$ cat config.mk
export PLATFORM = sky130hd
export DESIGN_NAME = insn_encoder
export DESIGN_NICKNAME = d
export VERILOG_FILES = /design/src/rtl/insn_encoder.sv
export SDC_FILE = /design/constraint.sdc
export NUM_CORES = 1
export LEC_CHECK = 0
export ABC_AREA = 1
export BUFFER_PORTS_ARGS = -buffer_cell sky130_fd_sc_hd__buf_2
export CORE_ASPECT_RATIO = 1.25
export CORE_MARGIN = 1
export CORE_UTILIZATION = 50
export CTS_BUF_LIST = sky130_fd_sc_hd__clkbuf_8
export DETAILED_ROUTE_END_ITERATION = 10
export GPL_ROUTABILITY_DRIVEN = 0
export GPL_TIMING_DRIVEN = 0
export HOLD_SLACK_MARGIN = 0.02
export PLACE_DENSITY = 0.81
export SLEW_MARGIN = 10
export SYNTH_ARGS = -nofsm -noshare
export SYNTH_HDL_FRONTEND = slang
export SYNTH_SLANG_ARGS = --single-unit
$ cat constraint.sdc
create_clock -name clk -period 5.2 [get_ports clk]
set_input_delay 0.26 -clock clk [delete_from_list [all_inputs] [get_ports clk]]
set_output_delay 0.26 -clock clk [all_outputs]
set_load 0.02 [all_outputs]
$ cat src/rtl/insn_encoder.sv
// RV32I instruction assembler: builds words from decoded fields, tags each with a PC and queues them.
// Build option INSN_ENCODER_ILLEGAL_NOP_EN: unsupported opcodes enqueue a NOP instead of being dropped.
module insn_encoder #(
    parameter int                AWIDTH    = 32,
    parameter int                DWIDTH    = 32,
    parameter int                DEPTH     = 4,
    parameter logic [AWIDTH-1:0] BASE_ADDR = '0
) (
    input  logic                       clk,
    input  logic                       rst,
    input  logic                       valid_i,
    output logic                       ready_o,
    input  logic [6:0]                 opcode_i,
    input  logic [4:0]                 rd_i,
    input  logic [4:0]                 rs1_i,
    input  logic [4:0]                 rs2_i,
    input  logic [2:0]                 funct3_i,
    input  logic [6:0]                 funct7_i,
    input  logic [4:0]                 shamt_i,
    input  logic [DWIDTH-1:0]          imm_i,
    output logic                       valid_o,
    input  logic                       ready_i,
    output logic [DWIDTH-1:0]          insn_o,
    output logic [AWIDTH-1:0]          pc_o,
    output logic [$clog2(DEPTH):0]     count_o,
    output logic                       illegal_o
);

    localparam int PW = $clog2(DEPTH);
    localparam int CW = PW + 1;

    localparam logic [6:0] OP_R      = 7'b0110011;
    localparam logic [6:0] OP_IMM    = 7'b0010011;
    localparam logic [6:0] OP_LOAD   = 7'b0000011;
    localparam logic [6:0] OP_JALR   = 7'b1100111;
    localparam logic [6:0] OP_STORE  = 7'b0100011;
    localparam logic [6:0] OP_BRANCH = 7'b1100011;
    localparam logic [6:0] OP_LUI    = 7'b0110111;
    localparam logic [6:0] OP_AUIPC  = 7'b0010111;
    localparam logic [6:0] OP_JAL    = 7'b1101111;

    logic [31:0]       enc_word;
    logic              enc_legal;
    logic              accept;
    logic              push;
    logic              pop;
    logic [31:0]       push_word;

    logic [DWIDTH-1:0] insn_mem [DEPTH];
    logic [AWIDTH-1:0] pc_mem   [DEPTH];
    logic [PW-1:0]     wr_ptr;
    logic [PW-1:0]     rd_ptr;
    logic [CW-1:0]     count;
    logic [AWIDTH-1:0] pc_next;
    logic              illegal_q;

    always_comb begin
        enc_word  = '0;
        enc_legal = 1'b1;
        case (opcode_i)
            OP_R:
                enc_word = {funct7_i, rs2_i, rs1_i, funct3_i, rd_i, opcode_i};
            OP_IMM: begin
                if (funct3_i == 3'b001 || funct3_i == 3'b101)
                    enc_word = {funct7_i, shamt_i, rs1_i, funct3_i, rd_i, opcode_i};
                else
                    enc_word = {imm_i[11:0], rs1_i, funct3_i, rd_i, opcode_i};
            end
            OP_LOAD, OP_JALR:
                enc_word = {imm_i[11:0], rs1_i, funct3_i, rd_i, opcode_i};
            OP_STORE:
                enc_word = {imm_i[11:5], rs2_i, rs1_i, funct3_i, imm_i[4:0], opcode_i};
            OP_BRANCH:
                enc_word = {imm_i[12], imm_i[10:5], rs2_i, rs1_i, funct3_i,
                            imm_i[4:1], imm_i[11], opcode_i};
            OP_LUI, OP_AUIPC:
                enc_word = {imm_i[31:12], rd_i, opcode_i};
            OP_JAL:
                enc_word = {imm_i[20], imm_i[10:1], imm_i[11], imm_i[19:12], rd_i, opcode_i};
            default:
                enc_legal = 1'b0;
        endcase
    end

    assign ready_o = (count != CW'(DEPTH));
    assign valid_o = (count != '0);
    assign count_o = count;
    assign accept  = valid_i && ready_o;
    assign pop     = valid_o && ready_i;

`ifdef INSN_ENCODER_ILLEGAL_NOP_EN
    assign push      = accept;
    assign push_word = enc_legal ? enc_word : 32'h00000013;
`else
    assign push      = accept && enc_legal;
    assign push_word = enc_word;
`endif

    // Storage carries no reset; the head is masked to zero whenever the queue is empty.
    always_ff @(posedge clk) begin
        if (push) begin
            insn_mem[wr_ptr] <= DWIDTH'(push_word);
            pc_mem[wr_ptr]   <= pc_next;
        end
    end

    always_ff @(posedge clk or posedge rst) begin
        if (rst) begin
            wr_ptr    <= '0;
            rd_ptr    <= '0;
            count     <= '0;
            pc_next   <= BASE_ADDR;
            illegal_q <= 1'b0;
        end else begin
            illegal_q <= accept && !enc_legal;
            if (push) begin
                wr_ptr  <= wr_ptr + 1'b1;
                pc_next <= pc_next + AWIDTH'(4);
            end
            if (pop)
                rd_ptr <= rd_ptr + 1'b1;
            if (push && !pop)
                count <= count + 1'b1;
            else if (pop && !push)
                count <= count - 1'b1;
        end
    end

    assign insn_o    = valid_o ? insn_mem[rd_ptr] : '0;
    assign pc_o      = valid_o ? pc_mem[rd_ptr]   : '0;
    assign illegal_o = illegal_q;

endmodule

==> impl_metrics.ini <==
[status]
status = completed

[final_layout]
syn_to_final_growth_pct = 17.39
drive_gt1_share_pct = 17.17
nNetsFinal = 1583
final_cell_mix = 310 x nor2_1, 278 x nand2_1, 248 x edfxtp_1
final_common_cell = nor2_1
post-route-util_pct = 60.06
fill_cells = 2045

[floorplan]
die_area_um2 = 26530
io_pins = 143
die_h_um = 181.9
core_um2 = 25290
rows = 65
initial_utilization_pct = 51.16
die_w_um = 145.9

[yosys]
synth_cell_type_count = 32
synth-seq-area-share_pct = 64.89
synth_top_area_share_pct = 57.55
synth_seq_cells = 286
synth_area_leader_cell = edfxtp_1
syn_area_per_cell_um2 = 9.901
synth_ff_type = edfxtp_1
synth_area_leaders = edfxtp_1 58%, nor2_1 9.1%, nand2_1 8.1%
synthArstFlopShare_pct = 13.29
synth_edf_count = 248
synth_cells = 1307
synth_area_um2 = 12940
yosys_warnings = 0

[detailed_routing]
drcViolationCount = 0
vias_per_cell = 5.546
wl_mm = 34.64
drt_pre_antenna_iters = 5
initialDrtViolationCount = 1080
ant_nets = 0
vias = 10400
wl_per_cell_um = 18.48

[sta]
worst_slack_ps = 2036
hold_slack_ps = 53.91
fin_worst_skew_ps = 19.94
max_freq_mhz = 316.0
slew_viol_final = 0
post-route-min-period_ps = 3164
fin_tns_setup_ps = 0
fin_crit_sh_pct = 60.85
setup_viol = 0
rsz0062_at_grt = false
max_slew_margin_pct = 34.75
hold_violations = 0
worstMarginPinSlew_ps = 973.5

[cts]
clockBufferDepth = 3
htree_levels = 2
cts_buffers = 43
clockRootBuffer = clkbuf_8
numClockSinks = 286
cts_tree = done
clkLatencyLatePin_ps = 550
clk_pin_slew_ps = 70

[worst_setup_path]
cp-end-kind = output pin
cp_max_fo = 10
arrival_ps = 2900
criticalPathCategory = reg2out
required_ps = 4940
worst_setup_path_start_kind = register

[power_and_ir_drop]
leakage_nw = 5.930
powerDensity_nw_per_um2 = 481.1
finalPower_mw = 7.309
vdd_drop_max_uv = 344.4

[grt]
grt_max_degree = 35
grt_pass1_vias = 10200
grt_use_total_pct = 26.42
antenna_found_initial = 2
grt_overflow = 0
grt_pass1_wl_mm = 54.21

[place]
hpwl_mm = 23.83
portBuffers = 140
pre_cts_ws_ps = 2428

[worst_hold_path]
holdCritPathClass = in2reg

[flow_run]
maxCapViolCount = 0
-- layer usage --
layer,vias to the layer above,wire (um),global-route usage [%]
met1,4952,13280,31.81
met2,547,17600,47.39
met3,80,2697,4.347
met4,0,1068,9.979
met5,-,0,0
li1,4819,-,-
-- state kept, by name, indices dropped and copies added, names as in the netlist --
name,count
insn_mem,128
pc_next,30
rd_ptr,2
wr_ptr,2
count_o,3
pc_mem,120
illegal_o,1
-- critical path: stages (launching register included) --
cell	delay, ps
dfrtp_1	350
buf_2	210
inv_2	200
buf_2	290
clkbuf_1	570
o21ai_0	240
a21oi_1	260
buf_2	210
-- stage by stage --
stage	std cells	cell area [um2]
final	1875	15190
after global routing	1873	15190
after CTS	1873	15190
after detailed placement	1792	14290
after global placement	1783	14060
after floorplan	1308	12940
-- repair_timing --
item	4_1_cts	5_1_grt
hold buffers	1	0
buffers inserted	0	0
gates resized for setup	0	0
hold endpoints to repair	38	0
-- final timing paths --
kind                                 start  slack [ps]         endpoint  cells past startpoint
max in group asynchronous              rst        4610      pc_next[15]                      4
min in group asynchronous              rst         150       count_o[2]                      3
worst max register to register  count_o[0]        2410       count_o[2]                      9
worst min register to register   wr_ptr[0]         540        wr_ptr[0]                      2
worst max-delay path             rd_ptr[0]        2040         pc_o[11]                      7
worst min-delay path             imm_i[18]          50  insn_mem[3][18]                      3
-- cells by family (layout without fill, tap and decap cells) --
| group | Yosys count | count (layout) | share of synthesized area (%) |
|---|---|---|---|
| mux | 1 | 1 | 0.08701 |
| buf+inv | 101 | 331 | 3.326 |
| other cells | 1 | 4 | 0.02898 |
| xor+xnor | 12 | 12 | 0.8121 |
| compound gates | 222 | 222 | 8.760 |
| fa+ha+maj | 7 | 7 | 0.7348 |
| simple gates | 677 | 677 | 21.36 |
| flops | 286 | 286 | 64.89 |
-- cell type report --
type,count,area [um2],area share (%)
sequential,286,8398,55.28
multi-input combinational,921,4146,27.29
timing repair buffer,150,905.9,5.963
clock buffer,51,701.9,4.620
tap,335,419.2,2.759
buffer,58,269.0,1.771
clock inverter,29,185.2,1.219
inverter,43,161.4,1.062
antenna,2,5.005,0.03294
-- where the power goes --
part           switching, mW  internal [mW]  leakage (nW)  total, mW
combinational           2.01          0.821          2.73       2.83
sequential            0.0615           2.56          2.69       2.62
clock                  0.860          0.999         0.503       1.86
total                   2.93           4.38          5.93       7.31
-- cells in the mapped netlist, types with 9 or more instances --
cell type and instances:
nand3b_1 14, inv_1 34, buf_2 14, nor2_1 314
a21oi_1 73, o21ai_0 140, edfxtp_1 248, clkbuf_1 29
nand3_1 48, nand2_1 278, buf_1 9, dfrtp_1 38
Note: power is estimated with default switching activity, not from simulation.
